### src/rtl/sonic_obstacle_guard.sv
// Obstacle guard: stable-capture sampler, 4-deep moving average, and a debounced
// CRUISE/SLOW/BLOCKED FSM that drives the motor enables and PWM outputs.
module sonic_obstacle_guard #(
  parameter int SAMPLE_CYCLES = 10000000,
  parameter int STOP_CM       = 12,
  parameter int RESUME_CM     = 20,
  parameter int SLOW_CM       = 40,
  parameter int SLOW_HYST     = 5,
  parameter int CONFIRM       = 2,
  parameter int DUTY_FAST     = 255,
  parameter int DUTY_SLOW     = 128
) (
  input  logic        clk,
  input  logic        rst,
  input  logic [19:0] distance,
  input  logic        start_move,
  input  logic        start_left_move,
  input  logic        start_right_move,
  output logic        en_left,
  output logic        en_right,
  output logic        pwm_left,
  output logic        pwm_right,
  output logic [1:0]  state,
  output logic [9:0]  avg_cm,
  output logic        sample_pulse
);

  typedef enum logic [1:0] {
    CRUISE  = 2'b00,
    SLOW    = 2'b01,
    BLOCKED = 2'b10
  } state_t;

  localparam int             TW       = $clog2(SAMPLE_CYCLES + 1);
  localparam logic [TW-1:0]  TC       = TW'(SAMPLE_CYCLES - 1);
  localparam logic [9:0]     STOP_V   = 10'(STOP_CM);
  localparam logic [9:0]     RESUME_V = 10'(RESUME_CM);
  localparam logic [9:0]     SLOW_V   = 10'(SLOW_CM);
  localparam logic [10:0]    CLEAR_V  = 11'(SLOW_CM + SLOW_HYST);
  localparam logic [3:0]     CONF_V   = 4'(CONFIRM);
  localparam logic [7:0]     FAST_D   = 8'(DUTY_FAST);
  localparam logic [7:0]     SLOW_D   = 8'(DUTY_SLOW);

  logic [19:0]      dist_q;
  logic [TW-1:0]    timer;
  logic             first;
  logic [3:0][9:0]  win;
  logic [11:0]      sum;
  logic             eval;
  logic [7:0]       pwm_cnt;
  logic [7:0]       duty;
  logic [3:0]       cnt_q, cnt_d, cnt_inc;
  state_t           state_q, state_d;
  logic             capture;
  logic [9:0]       value;

  // Capture only when the input has been stable for one cycle at the terminal count.
  assign capture = (timer == TC) && (distance == dist_q);
  assign value   = (dist_q > 20'd1023) ? 10'd1023 : dist_q[9:0];

  always_ff @(posedge clk or posedge rst) begin
    if (rst) begin
      dist_q       <= '0;
      timer        <= '0;
      first        <= 1'b1;
      win          <= '0;
      sum          <= '0;
      avg_cm       <= '0;
      sample_pulse <= 1'b0;
      eval         <= 1'b0;
      pwm_cnt      <= '0;
    end else begin
      dist_q       <= distance;
      pwm_cnt      <= pwm_cnt + 8'd1;
      sample_pulse <= capture;
      eval         <= sample_pulse;
      avg_cm       <= sum[11:2];
      if (capture) begin
        timer <= '0;
        first <= 1'b0;
        if (first) begin
          win <= {4{value}};
          sum <= {value, 2'b00};
        end else begin
          win <= {win[2:0], value};
          sum <= sum + 12'(value) - 12'(win[3]);
        end
      end else if (timer != TC) begin
        timer <= timer + 1'b1;
      end
    end
  end

  always_ff @(posedge clk or posedge rst) begin
    if (rst) begin
      state_q <= BLOCKED;
      cnt_q   <= '0;
    end else begin
      state_q <= state_d;
      cnt_q   <= cnt_d;
    end
  end

  assign cnt_inc = cnt_q + 4'd1;

  always_comb begin
    state_d = state_q;
    cnt_d   = cnt_q;
    if (eval) begin
      unique case (state_q)
        CRUISE, SLOW: begin
          if (avg_cm <= STOP_V) begin
            if (cnt_inc == CONF_V) begin
              state_d = BLOCKED;
              cnt_d   = '0;
            end else begin
              state_d = SLOW;
              cnt_d   = cnt_inc;
            end
          end else begin
            cnt_d = '0;
            if (state_q == CRUISE && avg_cm < SLOW_V)
              state_d = SLOW;
            else if (state_q == SLOW && {1'b0, avg_cm} >= CLEAR_V)
              state_d = CRUISE;
          end
        end
        BLOCKED: begin
          if (avg_cm >= RESUME_V) begin
            if (cnt_inc == CONF_V) begin
              state_d = SLOW;
              cnt_d   = '0;
            end else begin
              cnt_d = cnt_inc;
            end
          end else begin
            cnt_d = '0;
          end
        end
        default: begin
          state_d = BLOCKED;
          cnt_d   = '0;
        end
      endcase
    end
  end

  assign state     = state_q;
  assign en_left   = (state_q != BLOCKED) & (start_move | start_left_move);
  assign en_right  = (state_q != BLOCKED) & (start_move | start_right_move);
  assign duty      = (state_q == CRUISE) ? FAST_D : (state_q == SLOW) ? SLOW_D : '0;
  assign pwm_left  = en_left  & (pwm_cnt < duty);
  assign pwm_right = en_right & (pwm_cnt < duty);

endmodule
### config.mk
export PLATFORM = sky130hd
export DESIGN_NAME = sonic_obstacle_guard
export DESIGN_NICKNAME = d
export VERILOG_FILES = /design/src/rtl/sonic_obstacle_guard.sv
export SDC_FILE = /design/constraint.sdc
export NUM_CORES = 1
export LEC_CHECK = 0
export CORE_UTILIZATION = 55
export CTS_CLUSTER_SIZE = 12
export DETAILED_ROUTE_END_ITERATION = 16
export GPL_TIMING_DRIVEN = 0
export PLACE_DENSITY = 0.8
export REMOVE_ABC_BUFFERS = 1
export SLEW_MARGIN = 15
export SYNTH_ARGS = -nofsm -noshare
export SYNTH_HDL_FRONTEND = slang
export SYNTH_SLANG_ARGS = --single-unit
### constraint.sdc
create_clock -name clk -period 6.45 [get_ports clk]
set_clock_uncertainty 0.1 [all_clocks]
set_input_delay 1.29 -clock clk [delete_from_list [all_inputs] [get_ports clk]]
set_output_delay 1.29 -clock clk [all_outputs]
set_load 0.02 [all_outputs]
## After elaboration in Yosys (flattened, before gate mapping)

Index checks and enable logic that the tools add are counted.

| word-level totals | value |
|---|---|
| register bits | 123 |
| bits of input ports | 25 |
| output and inout port bits | 17 |
| logic and storage cells | 66 |

| cells by class | value |
|---|---|
| add/subtract/negate cells | 5 |
| magnitude comparators | 6 |
| eq/ne operators | 10 |
| muxes and demuxes | 18 |
| bitwise gates (word level) | 6 |
| reduce and logical (&&, ||, !) cells | 7 |

Operators by type and width:

| cell | count |
|---|---|
| 2-to-1 mux 24 bit | 2 |
| 2-to-1 mux 40 bit | 1 |
| adder 24 x 1 -> 24 bit (second input constant) | 1 |
| equality test 24 bit (second input constant) | 1 |
| inequality test 24 bit (second input constant) | 1 |
| equality test 20 bit | 1 |
| > comparator 20 x 10 -> 1 bit (second input constant) | 1 |
| 2-to-1 mux 8 bit | 2 |
| adder 12 x 10 -> 12 bit | 1 |
| 2-to-1 mux 12 bit | 1 |
| 2-to-1 mux 2 bit | 6 |
| 2-to-1 mux 4 bit | 3 |
| subtractor 12 x 10 -> 12 bit | 1 |
| >= comparator 10 x 5 -> 1 bit (second input constant) | 1 |
| >= comparator 10 x 6 -> 1 bit (second input constant) | 1 |
| <= comparator 10 x 4 -> 1 bit (second input constant) | 1 |
| less-than comparator 10 x 6 -> 1 bit (second input constant) | 1 |
| 2-to-1 mux 10 bit | 1 |
| adder 8 x 1 -> 8 bit (second input constant) | 1 |
| less-than comparator 8 bit | 1 |
| case mux 4 bit (2 select lines) | 1 |
| inequality test 2 bit (second input constant) | 3 |
| adder 4 x 1 -> 4 bit (second input constant) | 1 |
| bitwise AND 1 bit | 4 |
| 11 further kinds | 14 |

## Depth between registers and ports, before layout

| logic depth | value |
|---|---|
| depth after elaboration | 6 |
| mapped depth | 14 |
| gate-level depth less buffers | 13 |

## Least setup slack after synthesis

No wires, ideal clock.

| timing path | value |
|---|---|
| kind | reg-to-output |
| start | reg state_q[1], in the netlist state[1] |
| end | out pwm_left |
| arrival | 2.234 ns |
| required time | 5.060 ns |
| path slack | 2.826 ns |
| stages on the path, launching flop included | 10 |
| buffers on the path | 1 |
| path through | dfstp_2 clkbuf_1 or2_2 ha_1 o31a_1 o21a_1 o21a_1 o21ai_0 a21oi_1 nor2b_1 |

| on the way | value |
|---|---|
| cells in the longest elaborated chain, start to end | 5 |
| elaborated cells on any way between the ends | 8 |
| those cells by class | order compare (1); eq/ne (2); mux (2); bitwise (2); reduce/logical (1) |

RTL lines:

| item | RTL line | source |
|---|---|---|
| from (decl) | 53 | `state_t state_q, state_d;` |
| from (signal assigned) | 99 | `state_q <= state_d;` |
| equality test 2 x 1 -> 1 bit | 151 | `assign duty = (state_q == CRUISE) ? FAST_D : (state_q == SLOW) ? SLOW_D : '0;` |
| 2-to-1 mux 8 bit (2 in a row) | 151 |  |
| less-than comparator 8 bit | 152 | `assign pwm_left = en_left & (pwm_cnt < duty);` |
| bitwise AND 1 bit (*) | 152 |  |
| to (decl) | 21 | `output logic pwm_left,` |

Every way passes the cells marked *; elsewhere a longest branch is shown, timed or not.

## Final worst setup path

| timing path | value |
|---|---|
| start | reg state_q[0], in the netlist state[0] |
| end | out pwm_right |

| on the way | value |
|---|---|
| cells in the longest elaborated chain, start to end | 5 |
| elaborated cells on any way between the ends | 8 |
| those cells by class | order compare (1); eq/ne (2); mux (2); bitwise (2); reduce/logical (1) |

RTL lines:

| item | RTL line | source |
|---|---|---|
| equality test 2 x 1 -> 1 bit | 151 |  |
| 2-to-1 mux 8 bit (2 in a row) | 151 |  |
| less-than comparator 8 bit | 153 | `assign pwm_right = en_right & (pwm_cnt < duty);` |
| bitwise AND 1 bit (*) | 153 |  |
| to (decl) | 22 | `output logic pwm_right,` |

Marks and branches as above.

==> results.md <==
Outcome:
- The flow ran to the end, and the final reports show no timing, DRC or antenna violations.

Finish:
- In the final layout, the share of cells above drive strength 1 is 0.0653.
- The count of cells in the finished layout, fillers not included, comes to 814.
- Relative to the synthesized area, the layout overhead comes to 18.1%.
- The post-layout instance area is 7260 um2.
- The net count of the finished layout is 719.
- 0 antenna diodes ended up in the layout.

GRT:
- The via count of the first global-routing pass is 4,522.
- The number of antenna violations at the first check in global routing is 0.
- The first global-routing pass estimated 20.8 mm of wire.
- Entering global routing, the biggest net connects 79 pins.
- The total routing usage reported by global routing is 0.234.
- The final global-route overflow total is 0.

Critical path:
- The setup slack on the worst flop-to-flop path is 2.25 ns.
- The endpoint identified for the worst register-to-register timing path is sum[11].
- Grouping stages by cell kind, the critical path spends the most delay in compound AO/OA/AOI/OAI gates.
- Data arrives at the worst endpoint at 3.12 ns.
- The number of cells traversed by the worst register-to-register path is 12.
- Traced cell by cell, the critical path runs through or2_2 -> ha_1 -> o31a_1 -> o21a_1 -> o21a_1 -> o21ai_0 -> a21oi_1 -> nor2b_1 -> clkdlybuf4s50_1.
- At the worst endpoint, the required time is 5.06 ns.
- The startpoint of the worst register-to-register path is dist_q[14].
- The startpoint kind of the worst setup timing path is a flip-flop.
- The most prevalent standard cell on the critical path is o21a_1.
- Together, buffers and inverters on the worst path number 1.
- The maximum fanout count along the critical path is 8.
- The largest single stage delay on the critical path is 0.61 ns.
- The cell with the largest stage delay on the worst path is clkdlybuf4s50_1.
- The worst setup path is captured at an output pin.
- The kind of critical path is flip-flop to output pin.

Worst hold path:
- The tightest min-delay check is of the flip-flop to flip-flop type.
- The worst hold path terminates at avg_cm[3].
- The cell depth of the worst min-delay path is 0.
- The worst hold path begins at sum[5].

Yosys:
- The post-synthesis register bit count is 123.
- Ranked by instance count, the synthesized netlist is headed by dfrtp_1 (121), nand2_1 (69), o21ai_1 (48).
- Counting every instance in the synthesized netlist gives 619.
- The most common cell in the synthesized netlist is dfrtp_1.
- The count of cell types in the netlist is 59.
- During synthesis, Yosys emitted a total of 0 warnings.
- Of all cell types, the one taking the most synthesized area is dfrtp_1.
- The most used flip-flop cell after synthesis is dfrtp_1.
- The share of synthesized flip-flops with an asynchronous set or reset is 1.00.
- The share of synthesized area in the top cell type comes to 0.492.
- The share of the yosys chip area belonging to registers is 0.501.
- Each instance of the synthesized netlist takes up on average 9.93 um2.
- The cell area that synthesis handed to floorplanning was 6150 um2.
- By area the synthesized netlist is led by dfrtp_1 (49%), xnor2_1 (5.3%), ha_1 (4.7%), nand2_1 (4.2%), o21ai_1 (3.9%).
- The count of flip-flops with a built-in enable after synthesis is 0.

Die:
- The horizontal extent of the die is 108 um.
- After floorplanning, the core was divided into 38 placement rows.
- The count of pins on the block boundary is 42.
- The die area is 11,600 um2.
- The initial utilization of the core area, before any placement, comes to 0.565.
- The core area is 10,900 um2.
- The overall die height is 108 um.

CTS:
- The clock tree synthesis step divided the H-tree into 4 levels.
- The maximum clock path buffer count is 2.
- After clock tree synthesis, the repair step resized 0 gates.
- The later pin in the worst-skew pair is clocked with a latency of 0.52 ns.
- After clock tree synthesis, the flow added hold-fix buffers numbering 0.
- The clock drives 123 sinks.
- The TritonCTS clock tree is built.
- The post-CTS repair timing setup buffer count is 0.
- In this run the clock root is driven by a clkbuf_8.
- The clock buffer count from CTS is 17.
- Clock-pin slew was measured on the worst setup and hold paths at 0.06 ns.

Place:
- The final weighted congestion in routability-driven placement is 0.859.
- The cell count after placement is 782.
- Summed over all nets, the half-perimeter wirelength after detailed placement is 8.30 mm.
- The cell area after placement is 6730 um2.
- The quantity of I/O buffers inserted on ports is 41.

Timing:
- Setup repair after global routing left no endpoint under its margin.
- Setup total negative slack on the finished layout was measured at 0 ns.
- The count of endpoints failing hold in the final timing report came to 0.
- The transition time of the tightest slew-check pin is 0.890 ns.
- Counting I/O delays and the setup requirement, the final critical path takes 4.51 ns.
- Measured against its own limit, the worst slew margin works out to 0.407.
- The final setup violation count is 0.
- In the finished design, the share of the clock period the worst path needs comes to 0.699.
- The upper clock frequency limit is 222 MHz.
- The final-report max-slew violation count was 0.

Drt:
- The count of nets left with antenna violations once routing finished came out at 0.
- The final route contains 4,648 vias.
- Dividing the detail-routed wire length by the instance count gives 14.8 um.
- After the first detailed-routing iteration, the DRC count stood at 377.
- Dividing the detail-routed via count by the number of cells gives 5.71.
- The number of detailed-routing iterations run before antenna repair is 5.
- The remaining design rule violation count is 0.
- Summed over all layers, the routed wires come to 12.1 mm.

Run:
- The max-cap check violation count is 0.

Power:
- The power per unit of standard cell area is 254 nW/um2.
- VDD sags by at most 0.244 mV.
- The total chip power is 1.85 mW.
- The leakage power total is 3.15 nW.
## routing by layer
metal / GRT usage / vias up / part of all wire
met5: 0 / - / 0
met4: 0.0802 / 0 / 0.015
met3: 0.0666 / 18 / 0.040
met2: 0.378 / 111 / 0.48
met1: 0.301 / 2289 / 0.47
li1: - / 2230 / -
## worst max-delay path by stage
stage / startpoint / to / slack, ns / cells past startpoint
after floorplan: rst / avg_cm[0] / 1.79 / 1
after global placement: rst / avg_cm[9] / 0.27 / 2
after detailed placement: dist_q[14] / sum[11] / 2.24 / 12
after CTS: state[0] / pwm_right / 1.89 / 9
after global routing: state[0] / pwm_right / 1.71 / 9
final: state[0] / pwm_right / 1.94 / 9
## power by group
part / total [mW] / switching (mW) / internal (mW)
Combinational: 0.136 / 0.0708 / 0.0649
Clock: 0.859 / 0.340 / 0.519
Sequential: 0.852 / 0.0428 / 0.809
Total: 1.85 / 0.454 / 1.39
## per-stage QoR
stage,util,hold WS (ns),setup slack (ns)
after floorplan,-,0.254,1.79
after global placement,0.611,0.262,0.266
after detailed placement,0.618,0.264,2.24
after CTS,0.667,0.276,1.89
after global routing,0.667,0.292,1.71
final,0.667,0.277,1.94
## area by class of cell
| cell class | instances | area, um2 |
|---|---|---|
| clock buffers | 21 | 439 |
| inverters | 42 | 163 |
| repair buffers | 43 | 465 |
| flip-flops and latches | 123 | 3080 |
| multi-input cells | 434 | 2840 |
| clock inverters | 11 | 98.8 |
| well taps | 140 | 175 |
| fillers | 820 | 3620 |
## layout by cell type (no fill, tap or decap), types with 3 or more instances in the layout
cell / instances
nor2_1: 34
nor4b_1: 3
fa_1: 10
o21ai_0: 44
nand4_1: 17
clkdlybuf4s50_1: 41
o21a_1: 7
clkbuf_1: 3
and3_1: 6
nand2_1: 69
o211ai_1: 4
nor2b_1: 6
a21oi_1: 18
or3_1: 5
a21o_1: 10
and2_1: 5
nor3_1: 6
dfrtp_1: 121
inv_1: 41
nand2b_1: 5
and4_1: 3
a211oi_1: 4
nor4_1: 4
xnor2_1: 37
clkinv_2: 4
ha_1: 23
nand3_1: 18
xor2_1: 7
nand3b_1: 3
clkbuf_16: 16
mux2_2: 3
clkinvlp_4: 3
clkinv_4: 3
o31ai_1: 3
o21ai_1: 48
## cell families after synthesis
family	count (synthesis)	share of synthesized area
adders and majority gates	33	0.0793
xor gates and xnor gates	44	0.0627
DFF	123	0.501
muxes	6	0.0106
buffers and inverters	62	0.0389
and+or+nand+nor	198	0.163
AOI/OAI and AO/OA	153	0.145
## registers in the layout, summed over array words and instances (netlist names)
signal        count
eval              1
state             2
pwm_cnt           8
timer            24
sum              12
win              40
dist_q           20
sample_pulse      1
first             1
avg_cm           10
cnt_q             4
Note: power is estimated with default switching activity, not from simulation.
